===== config.mk =====
export PLATFORM = sky130hd
export DESIGN_NAME = mult_arbiter
export DESIGN_NICKNAME = d
export VERILOG_FILES = /design/src/rtl/mult_arbiter.sv
export SDC_FILE = /design/constraint.sdc
export NUM_CORES = 1
export LEC_CHECK = 0
export ABC_AREA = 1
export CORE_MARGIN = 2
export CORE_UTILIZATION = 45
export CTS_BUF_LIST = sky130_fd_sc_hd__clkbuf_8
export DETAILED_ROUTE_END_ITERATION = 10
export PLACE_DENSITY = 0.9
export SLEW_MARGIN = 20
export SYNTH_ARGS = -nofsm -noshare
export SYNTH_HDL_FRONTEND = slang
export SYNTH_SLANG_ARGS = --single-unit

===== constraint.sdc =====
create_clock -name clk -period 3.6 [get_ports clk]
set_input_delay 0.36 -clock clk [delete_from_list [all_inputs] [get_ports clk]]
set_output_delay 0.36 -clock clk [all_outputs]
set_load 0.01 [all_outputs]

===== src/rtl/mult_arbiter.sv =====
// mult_arbiter: round-robin sharing of one sequential multiplier among NREQ requesters.
// Optional WAIT-state timeout is enabled by defining MULT_TIMEOUT_EN; the default build has no timeout.
module mult_arbiter #(
    parameter int DW      = 9,
    parameter int NREQ    = 4,
    parameter int TIMEOUT = 64
) (
    input  logic                 clk,
    input  logic                 rst,
    input  logic [NREQ-1:0]      req_valid,
    input  logic [NREQ*DW-1:0]   req_a,
    input  logic [NREQ*DW-1:0]   req_b,
    output logic [NREQ-1:0]      req_ack,
    output logic [NREQ-1:0]      rsp_valid,
    output logic [2*DW-1:0]      rsp_product,
    output logic                 rsp_err,
    output logic                 busy,
    output logic                 mult_start,
    output logic [DW-1:0]        mult_multiplicand,
    output logic [DW-1:0]        mult_multipliers,
    input  logic                 mult_ready,
    input  logic [2*DW-1:0]      mult_product
);
    localparam int IW = $clog2(NREQ);

    typedef enum logic [1:0] {IDLE, ISSUE, WAIT, DONE} state_t;

    state_t            state_q, state_d;
    logic [IW-1:0]     last_q, last_d, owner_q, owner_d, win, idx;
    logic [IW:0]       sum;
    logic              found;
    logic [NREQ-1:0]   ack_q, ack_d, rv_q, rv_d;
    logic [DW-1:0]     a_q, a_d, b_q, b_d;
    logic [2*DW-1:0]   prod_q, prod_d;
    logic              start_q, start_d, busy_q, busy_d;

    if (NREQ < 2 || NREQ > 8 || TIMEOUT < 1) begin : g_bad_param
        $error("mult_arbiter: NREQ must be 2..8 and TIMEOUT at least 1");
    end

`ifdef MULT_TIMEOUT_EN
    localparam int CW = $clog2(TIMEOUT + 1);
    logic [CW-1:0]     cnt_q, cnt_d;
    logic              err_q, err_d;
    assign rsp_err = err_q;
`else
    assign rsp_err = 1'b0;
`endif

    // Round-robin pick: scanning downward leaves the nearest valid requester after last_q as the winner
    always_comb begin
        win   = '0;
        found = 1'b0;
        sum   = '0;
        idx   = '0;
        for (int k = NREQ; k >= 1; k--) begin
            sum = (IW + 1)'(last_q) + (IW + 1)'(k);
            idx = IW'(sum >= (IW + 1)'(NREQ) ? sum - (IW + 1)'(NREQ) : sum);
            if (req_valid[idx]) begin
                win   = idx;
                found = 1'b1;
            end
        end
    end

    // Sequencer next state plus the next value of every registered output
    always_comb begin
        state_d = state_q;
        last_d  = last_q;
        owner_d = owner_q;
        a_d     = a_q;
        b_d     = b_q;
        prod_d  = prod_q;
`ifdef MULT_TIMEOUT_EN
        cnt_d   = cnt_q;
        err_d   = err_q;
`endif
        case (state_q)
            IDLE: begin
                if (found) begin
                    state_d = ISSUE;
                    owner_d = win;
                    a_d     = req_a[win*DW +: DW];
                    b_d     = req_b[win*DW +: DW];
                end
            end
            ISSUE: begin
                state_d = WAIT;
`ifdef MULT_TIMEOUT_EN
                cnt_d   = '0;
`endif
            end
            WAIT: begin
                if (mult_ready) begin
                    state_d = DONE;
                    prod_d  = mult_product;
`ifdef MULT_TIMEOUT_EN
                    err_d   = 1'b0;
                end else if (cnt_q == CW'(TIMEOUT - 1)) begin
                    state_d = DONE;
                    prod_d  = '0;
                    err_d   = 1'b1;
                end else begin
                    cnt_d   = cnt_q + 1'b1;
`endif
                end
            end
            default: begin
                state_d = IDLE;
                last_d  = owner_q;
            end
        endcase
        ack_d   = (state_q == IDLE && found) ? NREQ'(1) << win : '0;
        rv_d    = (state_q == WAIT && state_d == DONE) ? NREQ'(1) << owner_q : '0;
        start_d = state_d == ISSUE;
        busy_d  = state_d != IDLE;
    end

    // State and output registers; reset discards any in-flight operation
    always_ff @(posedge clk or negedge rst) begin
        if (!rst) begin
            state_q <= IDLE;
            last_q  <= IW'(NREQ - 1);
            owner_q <= '0;
            a_q     <= '0;
            b_q     <= '0;
            prod_q  <= '0;
            ack_q   <= '0;
            rv_q    <= '0;
            start_q <= 1'b0;
            busy_q  <= 1'b0;
`ifdef MULT_TIMEOUT_EN
            cnt_q   <= '0;
            err_q   <= 1'b0;
`endif
        end else begin
            state_q <= state_d;
            last_q  <= last_d;
            owner_q <= owner_d;
            a_q     <= a_d;
            b_q     <= b_d;
            prod_q  <= prod_d;
            ack_q   <= ack_d;
            rv_q    <= rv_d;
            start_q <= start_d;
            busy_q  <= busy_d;
`ifdef MULT_TIMEOUT_EN
            cnt_q   <= cnt_d;
            err_q   <= err_d;
`endif
        end
    end

    assign req_ack           = ack_q;
    assign rsp_valid         = rv_q;
    assign rsp_product       = prod_q;
    assign busy              = busy_q;
    assign mult_start        = start_q;
    assign mult_multiplicand = a_q;
    assign mult_multipliers  = b_q;
endmodule


==> metrics.md <==
| Metric | Value |
|---|---|
| Clk buf depth | `2` |
| Initial core utilization | `46.1%` |
| H-tree Lvls | `2` |
| First-pass GRT wire length | `13600 microns` |
| Commonest cells after routing, fill and taps aside | `141 x clkdlybuf4s50_1, 115 x nand2_1, 60 x nand3_1, 50 x dfrtp_1, 44 x nor2_1` |
| Slew @ Worst Pin | `780 ps` |
| Worst Skew | `12.7 ps` |
| Vias in the first global route | `2901` |
| CTS tree | `yes` |
| Compound-Gate Fraction of Synth Area | `1.03%` |
| Worst-path cell chain | `inv_6 > nand2_1 > nand3_1 > nand2_1 > inv_1 > nand2_2 > nand3_4 > nand2_4 > inv_2 > nand2_1 > nand2_1 > nor2_1 > nor2_1` |
| Via count | `2942` |
| Tcrit/Tclk final | `68.7%` |
| Worst path required time | `3810 ps` |
| CP peak stage delay | `650 ps` |
| Floorplan Core Area | `6310 sq um` |
| Post-synthesis mux area share | `6.96%` |
| IO Pins | `144` |
| CP Data Arrival Time | `2680 ps` |
| Power per cell area | `864 nW/um^2` |
| Vias per std cell | `5.02` |
| Die Area | `7130 sq um` |
| CP most frequent cell | `nand2_1` |
| Largest net degree at the start of global routing | `53` |
| Post-Synth Adder-Cell Area | `1.72%` |
| Initial DRC count | `138` |
| DRC viols | `0` |
| Root buf cell | `clkbuf_8` |
| Min Hold Slack | `77.0 ps` |
| Hold violation count in the final report | `0` |
| Leak | `2.12 nW` |
| Setup bufs post-CTS | `0` |
| Sink Count | `52` |
| Status | `finished clean` |
| Minimum clock period | `2470 ps` |
| P&R area growth vs syn | `51.5%` |
| Initial antenna violation count | `0` |
| CTS buffer count | `5` |
| Top post-synthesis cells by area | `dfrtp_1 43%, nand2_1 15%, nand3_1 10%` |
| DR pass1 iterations | `4` |
| Net count after synthesis | `475` |
| Gr ovfl total | `0` |
| Post-synthesis xor/xnor area fraction | `0%` |
| # rows | `29` |
| Die width | `84.5 microns` |
| Synthesized flop and latch total | `52` |
| Area share of the largest cell type after synthesis | `43.0%` |
| Yosys warning total | `0` |
| Sequential area share after synthesis | `44.8%` |
| Ant diodes | `0` |
| Main combinational cell family by area after synthesis | `simple AND/OR/NAND/NOR gates` |
| DR WL/cell | `13.8 microns` |
| Routed WL | `8100 microns` |
| Slew HR | `47.8%` |
| Gr usage total | `23.5%` |
| Netlist Area Pre-Place | `2910 sq um` |
| Fillers | `503` |
| Synth area leader | `dfrtp_1` |
| Fmax | `0.404 GHz` |
| Detailed placement HPWL | `6260 microns` |
| Simple-Gate Fraction of Synth Area | `35.6%` |
| Cells after Synth | `374` |
| RSZ-0062 raised after global routing | `no` |
| Worst Path Max Fanout | `29` |
| Cts repair resizes | `0` |
| Startpoint types | `flip-flop` |
| Count of unique library cells instantiated by Yosys | `29` |
| Leading cell type in the layout, fill and taps excluded | `clkdlybuf4s50_1` |
| Clock-pin slew on the worst setup and hold paths | `110 ps` |
| Maximum vdd drop | `0.000468 V` |
| Routability cong. | `0.892` |
| Setup violations, final | `0` |
| Final-report max-slew violation count | `0` |
| Util after Layout | `69.9%` |
| Final net count | `609` |
| Worst Hold Class | `in2async` |
| Slowest cell on crit path | `dfstp_2` |
| Worst setup path class | `reg2reg` |
| Clock latency on the worst-skew pair | `310 ps` |
| Final ANT Viol Nets | `0` |
| Max-cap violations | `0` |
| Setup TNS | `0 ps` |
| Syn Area/Cell | `7.79 sq um` |
| Port Buffers | `142` |
| Worst Setup End Kind | `flip-flop` |
| Share of layout cells above drive strength 1 | `9.43%` |
| CTS Hold Bufs | `0` |
| Die H | `84.5 microns` |
## synthesized netlist by cell type, drive strengths merged
library cell and count:
nand4 1, clkbuf 2, nand2 123, ha 4
a21oi 1, buf 14, conb 1, mux2 18
nand3b 1, nor3 1, inv 41, nand3 64
o21ai 5, dfrtp 50, clkinv 1, nor2 45
dfstp 2
## flip-flops by register name, indices dropped and copies added, names as in the netlist, 2 cells and up
name / flops
last_q: 2
mult_multiplicand: 9
mult_multipliers: 9
owner_q: 2
req_ack: 4
rsp_product: 18
rsp_valid: 4
state_q: 2
## layout make-up
class | count | area, sq um | area share [%]
Timing Repair Buffer | 143 | 1430 | 32.3
Tap cell | 77 | 96.3 | 2.18
Inverter | 42 | 165 | 3.74
Clock buffer | 5 | 68.8 | 1.56
Multi-Input combinational cell | 264 | 1320 | 30.0
Sequential cell | 52 | 1300 | 29.6
Clock inverter | 3 | 27.5 | 0.624
## metal layers
metal  vias to the layer above  global-route usage [%]  part of all wire [%]
li1                       1432                       -                     -
met4                         0                    6.93                   1.3
met3                        10                    5.31                   8.9
met1                      1343                    30.8                    42
met5                         -                       0                     0
met2                       157                    39.2                    48
## cell families (layout without fill, tap and decap cells)
family	after synthesis	count (layout)
muxes	18	18
other	1	1
and+or+nand+nor	235	235
buffers and inverters	58	193
adders and majority gates	4	4
DFF	52	52
AOI/OAI and AO/OA	6	6
## report_power, final
part | total (mW) | leakage, nW | switching (mW) | internal (mW)
sequential | 1.04 | 0.624 | 0.164 | 0.875
clock | 0.352 | 0.0463 | 0.209 | 0.143
combinational | 2.42 | 1.45 | 1.38 | 1.04
total | 3.81 | 2.12 | 1.75 | 2.06
## critical path, delay by kind of cell, from the launching register on
kind / cells / cell delay, ps
buffers and inverters: 3 / 350
flip-flops: 1 / 650
AND/OR/NAND/NOR: 10 / 1370
## stage by stage
stage / instances / cell area [sq um] / setup slack [ps] / power [mW]
5_1_grt: 586 / 4410 / 841 / 4.17
4_1_cts: 586 / 4410 / 1140 / 3.83
2_1_floorplan: 374 / 2910 / 1770 / 2.67
3_3_place_gp: 578 / 4310 / 1060 / 3.37
6_report: 586 / 4410 / 1130 / 3.81
3_5_place_dp: 578 / 4310 / 934 / 3.48
## worst paths after layout
check                                            startpoint                                to  slack (ps)  cells after the start
setup / recovery                      last_q[0]$_DFFE_PN1N_   mult_multipliers[3]$_DFFE_PN0P_        1130                     13
hold / removal                                          rst            owner_q[1]$_DFFE_PN0P_          80                      1
setup reg to reg                      last_q[0]$_DFFE_PN1N_   mult_multipliers[3]$_DFFE_PN0P_        1130                     13
hold reg to reg            mult_multiplicand[5]$_DFFE_PN0P_  mult_multiplicand[5]$_DFFE_PN0P_         500                      2
max in group asynchronous                               rst        rsp_product[6]$_DFFE_PN0P_        3100                      1
min in group clk           mult_multiplicand[5]$_DFFE_PN0P_  mult_multiplicand[5]$_DFFE_PN0P_         500                      2
Note: power is estimated with default switching activity, not from simulation.
